## config.mk

```make
export PLATFORM = sky130hd
export DESIGN_NAME = mem_port_arbiter
export DESIGN_NICKNAME = d
export VERILOG_FILES = /design/src/rtl/cpu_defs.sv /design/src/rtl/mem_port_arbiter.sv
export SDC_FILE = /design/constraint.sdc
export NUM_CORES = 1
export LEC_CHECK = 0
export ABC_AREA = 1
export ABC_CLOCK_PERIOD_IN_PS = 1900
export CAP_MARGIN = 5
export CORE_AREA = 2 2 109 111
export CTS_BUF_LIST = sky130_fd_sc_hd__clkbuf_8
export DETAILED_ROUTE_END_ITERATION = 12
export DIE_AREA = 0 0 111 113
export PLACE_DENSITY = 0.75
export SLEW_MARGIN = 20
export SYNTH_ARGS = -nofsm -noshare
export SYNTH_HDL_FRONTEND = slang
export SYNTH_SLANG_ARGS = --single-unit
export TNS_END_PERCENT = 30
```

## constraint.sdc

```tcl
create_clock -name clk -period 1.9 [get_ports clk]
set_input_delay 0.285 -clock clk [delete_from_list [all_inputs] [get_ports clk]]
set_output_delay 0.285 -clock clk [all_outputs]
set_load 0.03 [all_outputs]
```

## src/rtl/cpu_defs.sv

```systemverilog
// Shared CPU definitions: access-source encoding used by the memory port arbiter.
package cpu_defs;

  typedef logic [1:0] mem_src_t;

  localparam mem_src_t SRC_NONE = 2'b00;
  localparam mem_src_t SRC_IF   = 2'b01;
  localparam mem_src_t SRC_DM   = 2'b10;

endpackage

```

## src/rtl/mem_port_arbiter.sv

```systemverilog
// Shares one synchronous-read RAM between fetch and data ports; grant in cycle N, ack/data in N+1.
// No backpressure beyond the grant: a losing requester holds its request, MEM wins unless IF is starved.
module mem_port_arbiter
  import cpu_defs::*;
#(
  parameter int AW         = 8,
  parameter int STARVE_MAX = 3
) (
  input  logic          clk,
  input  logic          resetn,
  input  logic          cancel,
  input  logic          if_req,
  input  logic [31:0]   if_addr,
  output logic          if_ack,
  output logic [31:0]   if_rdata,
  input  logic          dm_req,
  input  logic [3:0]    dm_wen,
  input  logic [31:0]   dm_addr,
  input  logic [31:0]   dm_wdata,
  output logic          dm_ack,
  output logic [31:0]   dm_rdata,
  output logic          ram_en,
  output logic [3:0]    ram_wen,
  output logic [AW-1:0] ram_addr,
  output logic [31:0]   ram_wdata,
  input  logic [31:0]   ram_rdata,
  output logic [31:0]   conflict_cnt
);

  localparam logic [2:0] STARVE_LIM = 3'(STARVE_MAX);

  mem_src_t    pend_src;
  mem_src_t    grant;
  logic [2:0]  starve_cnt;
  logic [31:0] conflict_q;
  logic        if_el;
  logic        dm_el;

  // The source acked this cycle is masked so its still-held request is not regranted.
  always_comb begin
    if_el = resetn & if_req & ~cancel & (pend_src != SRC_IF);
    dm_el = resetn & dm_req & (pend_src != SRC_DM);
    if (dm_el && if_el && (starve_cnt == STARVE_LIM))
      grant = SRC_IF;
    else if (dm_el)
      grant = SRC_DM;
    else if (if_el)
      grant = SRC_IF;
    else
      grant = SRC_NONE;
  end

  always_comb begin
    ram_en    = (grant != SRC_NONE);
    ram_wen   = 4'h0;
    ram_addr  = '0;
    ram_wdata = 32'h0;
    if (grant == SRC_DM) begin
      ram_wen   = dm_wen;
      ram_addr  = dm_addr[AW+1:2];
      ram_wdata = dm_wdata;
    end else if (grant == SRC_IF) begin
      ram_addr  = if_addr[AW+1:2];
    end
  end

  assign dm_ack       = resetn & (pend_src == SRC_DM);
  assign if_ack       = resetn & (pend_src == SRC_IF) & ~cancel;
  assign if_rdata     = ram_rdata;
  assign dm_rdata     = ram_rdata;
  assign conflict_cnt = resetn ? conflict_q : 32'h0;

  always_ff @(posedge clk) begin
    if (!resetn) begin
      pend_src   <= SRC_NONE;
      starve_cnt <= 3'd0;
      conflict_q <= 32'h0;
    end else begin
      pend_src <= grant;
      if (if_el && (grant == SRC_DM)) begin
        if (starve_cnt != STARVE_LIM)
          starve_cnt <= starve_cnt + 3'd1;
      end else if ((grant == SRC_IF) || !if_req || cancel) begin
        starve_cnt <= 3'd0;
      end
      if (if_el && dm_el)
        conflict_q <= conflict_q + 32'd1;
    end
  end

  logic unused_addr_bits;
  assign unused_addr_bits = ^{if_addr[31:AW+2], if_addr[1:0], dm_addr[31:AW+2], dm_addr[1:0]};

endmodule

```

==> key figures, run 1 <==
Finish
  • Filler cell count: 1156
  • Layout cell share with drive strength beyond 1: 0.270
  • Area grow syn2layout: 53.5%
  • # diodes: 0
  • Nets: 840
  • Cell Count, Final, Fillers Out: 844

Setup path
  • CP required: 1.62 ns
  • Max stage delay cell, worst path: dfxtp_2
  • Critical path, cell by cell: ha_4 > ha_4 > inv_2 > nand2_2 > nand2_4 > nand2_8 > buf_8 > nor2_2 > buf_6
  • CP delay by family, top: simple AND/OR/NAND/NOR gates
  • Crit path top cell by count: ha_4
  • CP peak stage delay: 0.34 ns
  • Critical path arrival: 1.77 ns
  • CP Class: flip-flop to primary output
  • Crit start category: flip-flop
  • Crit path capture type: primary output
  • Max FO, Critical Path: 7
  • Critical path buffers and inverters: 3

Synthesis
  • Xor/xnor share of the synthesized area: 0.0130
  • Largest family of logic cells by synthesized area: simple AND/OR/NAND/NOR gates
  • Mux share of post-synthesis cell area: 0
  • Syn. warnings: 0
  • Register area share after synthesis: 0.220
  • Commonest cells in the netlist: nand2_1, inv_1, nor2_1
  • Dominant synthesized flop cell: dfxtp_1
  • Syn nets: 741
  • Synth Area in Simple Gates: 0.395
  • Ys async rst share: 0
  • Post-synth EDFFs: 0
  • Cell area after synthesis: 3360 sq um
  • Synth cell types: 25
  • Share of the synthesized area in the top cell type: 0.220
  • Area contributors post-synth: dfxtp_1, nand2_1, buf_4, inv_1, nor2_1
  • Most frequent cell after synthesis: nand2_1
  • Post-synthesis compound-gate area fraction: 0.0764
  • Cells after Synth: 601
  • Syn_area_per_cell: 5.59 sq um
  • Flops & latches, synth: 37
  • Leading area contributor after synthesis: dfxtp_1
  • Post-Synth Adder-Cell Area: 0.0112

Global route
  • Initial antenna violation count: 0
  • Met3 Use GR: 0.0450
  • Largest net degree at the start of global routing: 25
  • Vias in the first global route: 3638
  • Met1 usage: 0.184
  • First-pass GRT wire length: 18200 um
  • Total grt overflow: 0
  • GRT busiest layer: met2
  • GRT met2 Usage: 0.354
  • GR Util All Layers: 0.182

Floorplan
  • Die Wd: 111 um
  • Core Area: 11300 sq um
  • I/O pins: 280
  • Die area: 12500 sq um
  • Die Ht: 113 um
  • Rows: 39
  • Initial Util: 0.298

STA
  • Hold slack final: 0.447 ns
  • RSZ-0062 raised after global routing: yes
  • Actual slew at the worst max-slew pin: 0.272 ns
  • Fin crit share: 1.08
  • Max Freq: 487 MHz
  • # setup viols final: 47
  • Tmin final: 2.05 ns
  • Skew final: 0.0123 ns
  • Max-slew violation count: 0
  • Final Hold Violating Endpoints: 0
  • Post-route setup slack: -0.153 ns
  • Relative slew slack: 0.819

Clocking
  • CTS tree: built
  • CTS Buf Count: 5
  • CTS root buf: clkbuf_8
  • CTS max path bufs: 2
  • Clock Pin Slew Worst Setup and Hold Paths: 0.08 ns
  • Clock sinks: 37
  • Hold-fix buffers, CTS: 0
  • Later-pin clock latency in the skew report: 0.31 ns
  • H-tree depth: 2

Placed design
  • Hpwl dp: 9080 um
  • Gp weighted congestion: 0.938
  • Placed cells: 826
  • PortBufs: 135
  • Pre-CTS setup slack: -0.150 ns

Outcome
  • Status: finished with violations
  • Failing checks: negative setup slack

Power and ir drop
  • Peak VDD IR: 0.234 mV
  • Static leakage: 0.00241 uW
  • P per Cell Area: 382 nW/um^2

Routing
  • DR WL/cell: 13.8 um
  • Vias/cell: 4.44
  • # DRC: 0
  • Post-route ant nets: 0
  • DRT Pass-1 Iters: 5
  • Initial DRC count: 170
  • WL final: 11600 um
  • DR vias: 3745

Run
  • Max_cap viols: 0

Worst hold path
  • Worst hold-check path type: input port to flip-flop
## power breakdown
part | internal (uW) | switching (uW) | total [uW]
Sequential | 778 | 2.62 | 781
Clock | 294 | 311 | 606
Combinational | 282 | 300 | 583
## logic make-up after synthesis
| group | count (synthesis) |
|---|---|
| AND/OR/NAND/NOR | 326 |
| XOR/XNOR | 5 |
| AO/OA/AOI/OAI | 44 |
| flip-flops | 37 |
| buffers and inverters | 186 |
| adder cells (fa/ha/maj) | 3 |
## sequential cells by signal, summed over array words and instances, names as in the netlist
name and flops:
starve_cnt 3, pend_src 2, conflict_q 32
## worst paths after layout
check | start | endpoint | slack, ns | depth (start not counted)
hold / removal | cancel | starve_cnt[0] | 0.45 | 5
setup / recovery | starve_cnt[1] | ram_wdata[6] | -0.15 | 9
hold reg to reg | starve_cnt[2] | starve_cnt[2] | 0.47 | 2
setup reg to reg | pend_src[1] | conflict_q[9] | 0.02 | 15
## worst reg2reg max path: stages (launching register included)
cell	delay (ns)
dfxtp_2	0.33
inv_1	0.04
nand2_2	0.08
nand2_1	0.11
nor2_4	0.14
buf_4	0.13
buf_4	0.09
buf_4	0.09
buf_4	0.09
buf_4	0.08
buf_4	0.10
nand3_4	0.09
nor2_4	0.20
nand2_1	0.09
nor2_1	0.09
a21oi_1	0.04
## layout by cell type, fill, tap and decap left out, types with 6 or more instances in the layout
cell,synthesis,layout
nand3_1,20,20
clkdlybuf4s50_1,0,54
buf_6,0,44
nand4_1,6,6
buf_12,0,8
nand2_1,181,177
buf_4,66,60
dfxtp_1,37,34
a22o_1,8,8
inv_1,103,101
a21oi_1,26,26
nor2_1,101,65
clkbuf_8,0,6
nor2_4,3,37
nor2_2,7,9
## final cells by class
class / instances / area, sq um / share of cell area
clock buffers: 6 / 82.6 / 0.0160
clock inverters: 2 / 13.8 / 0.00267
inverters: 107 / 414 / 0.0803
multi-input cells: 378 / 1990 / 0.385
flip-flops and latches: 37 / 744 / 0.144
well taps: 143 / 179 / 0.0347
repair buffers: 171 / 1740 / 0.337
## metal layers
metal,part of all wire,vias to the layer above
li1,-,1921
met1,0.36,1634
met2,0.53,164
met3,0.069,26
met4,0.038,0
met5,0,-
## stage by stage
| step | TNS [ns] | util | power, uW | area, sq um |
|---|---|---|---|---|
| 2_1_floorplan | 0 | - | 1240 | 3360 |
| 3_3_place_gp | -3.54 | 0.391 | 1240 | 4410 |
| 3_5_place_dp | -4.44 | 0.391 | 1240 | 4410 |
| 4_1_cts | -4.33 | 0.448 | 1960 | 5050 |
| 5_1_grt | -8.12 | 0.458 | 2050 | 5160 |
| 6_report | -4.84 | 0.458 | 1970 | 5160 |
## repair_timing
action	4_1_cts	5_1_grt
buffers inserted	7	1
pin swaps	14	6
endpoints found under the setup margin	44	52
gates resized for setup	125	23
gates cloned	2	0
No activity file was read; power rests on OpenSTA's default activity.
==> inputs of run 2 (changes only) <==
- ABC_CLOCK_PERIOD_IN_PS: 1900 -> default
- RECOVER_POWER: default -> 100
==> results of run 2 <==
Same layout as run 1: the final DEF is identical, and so are final timing and power.
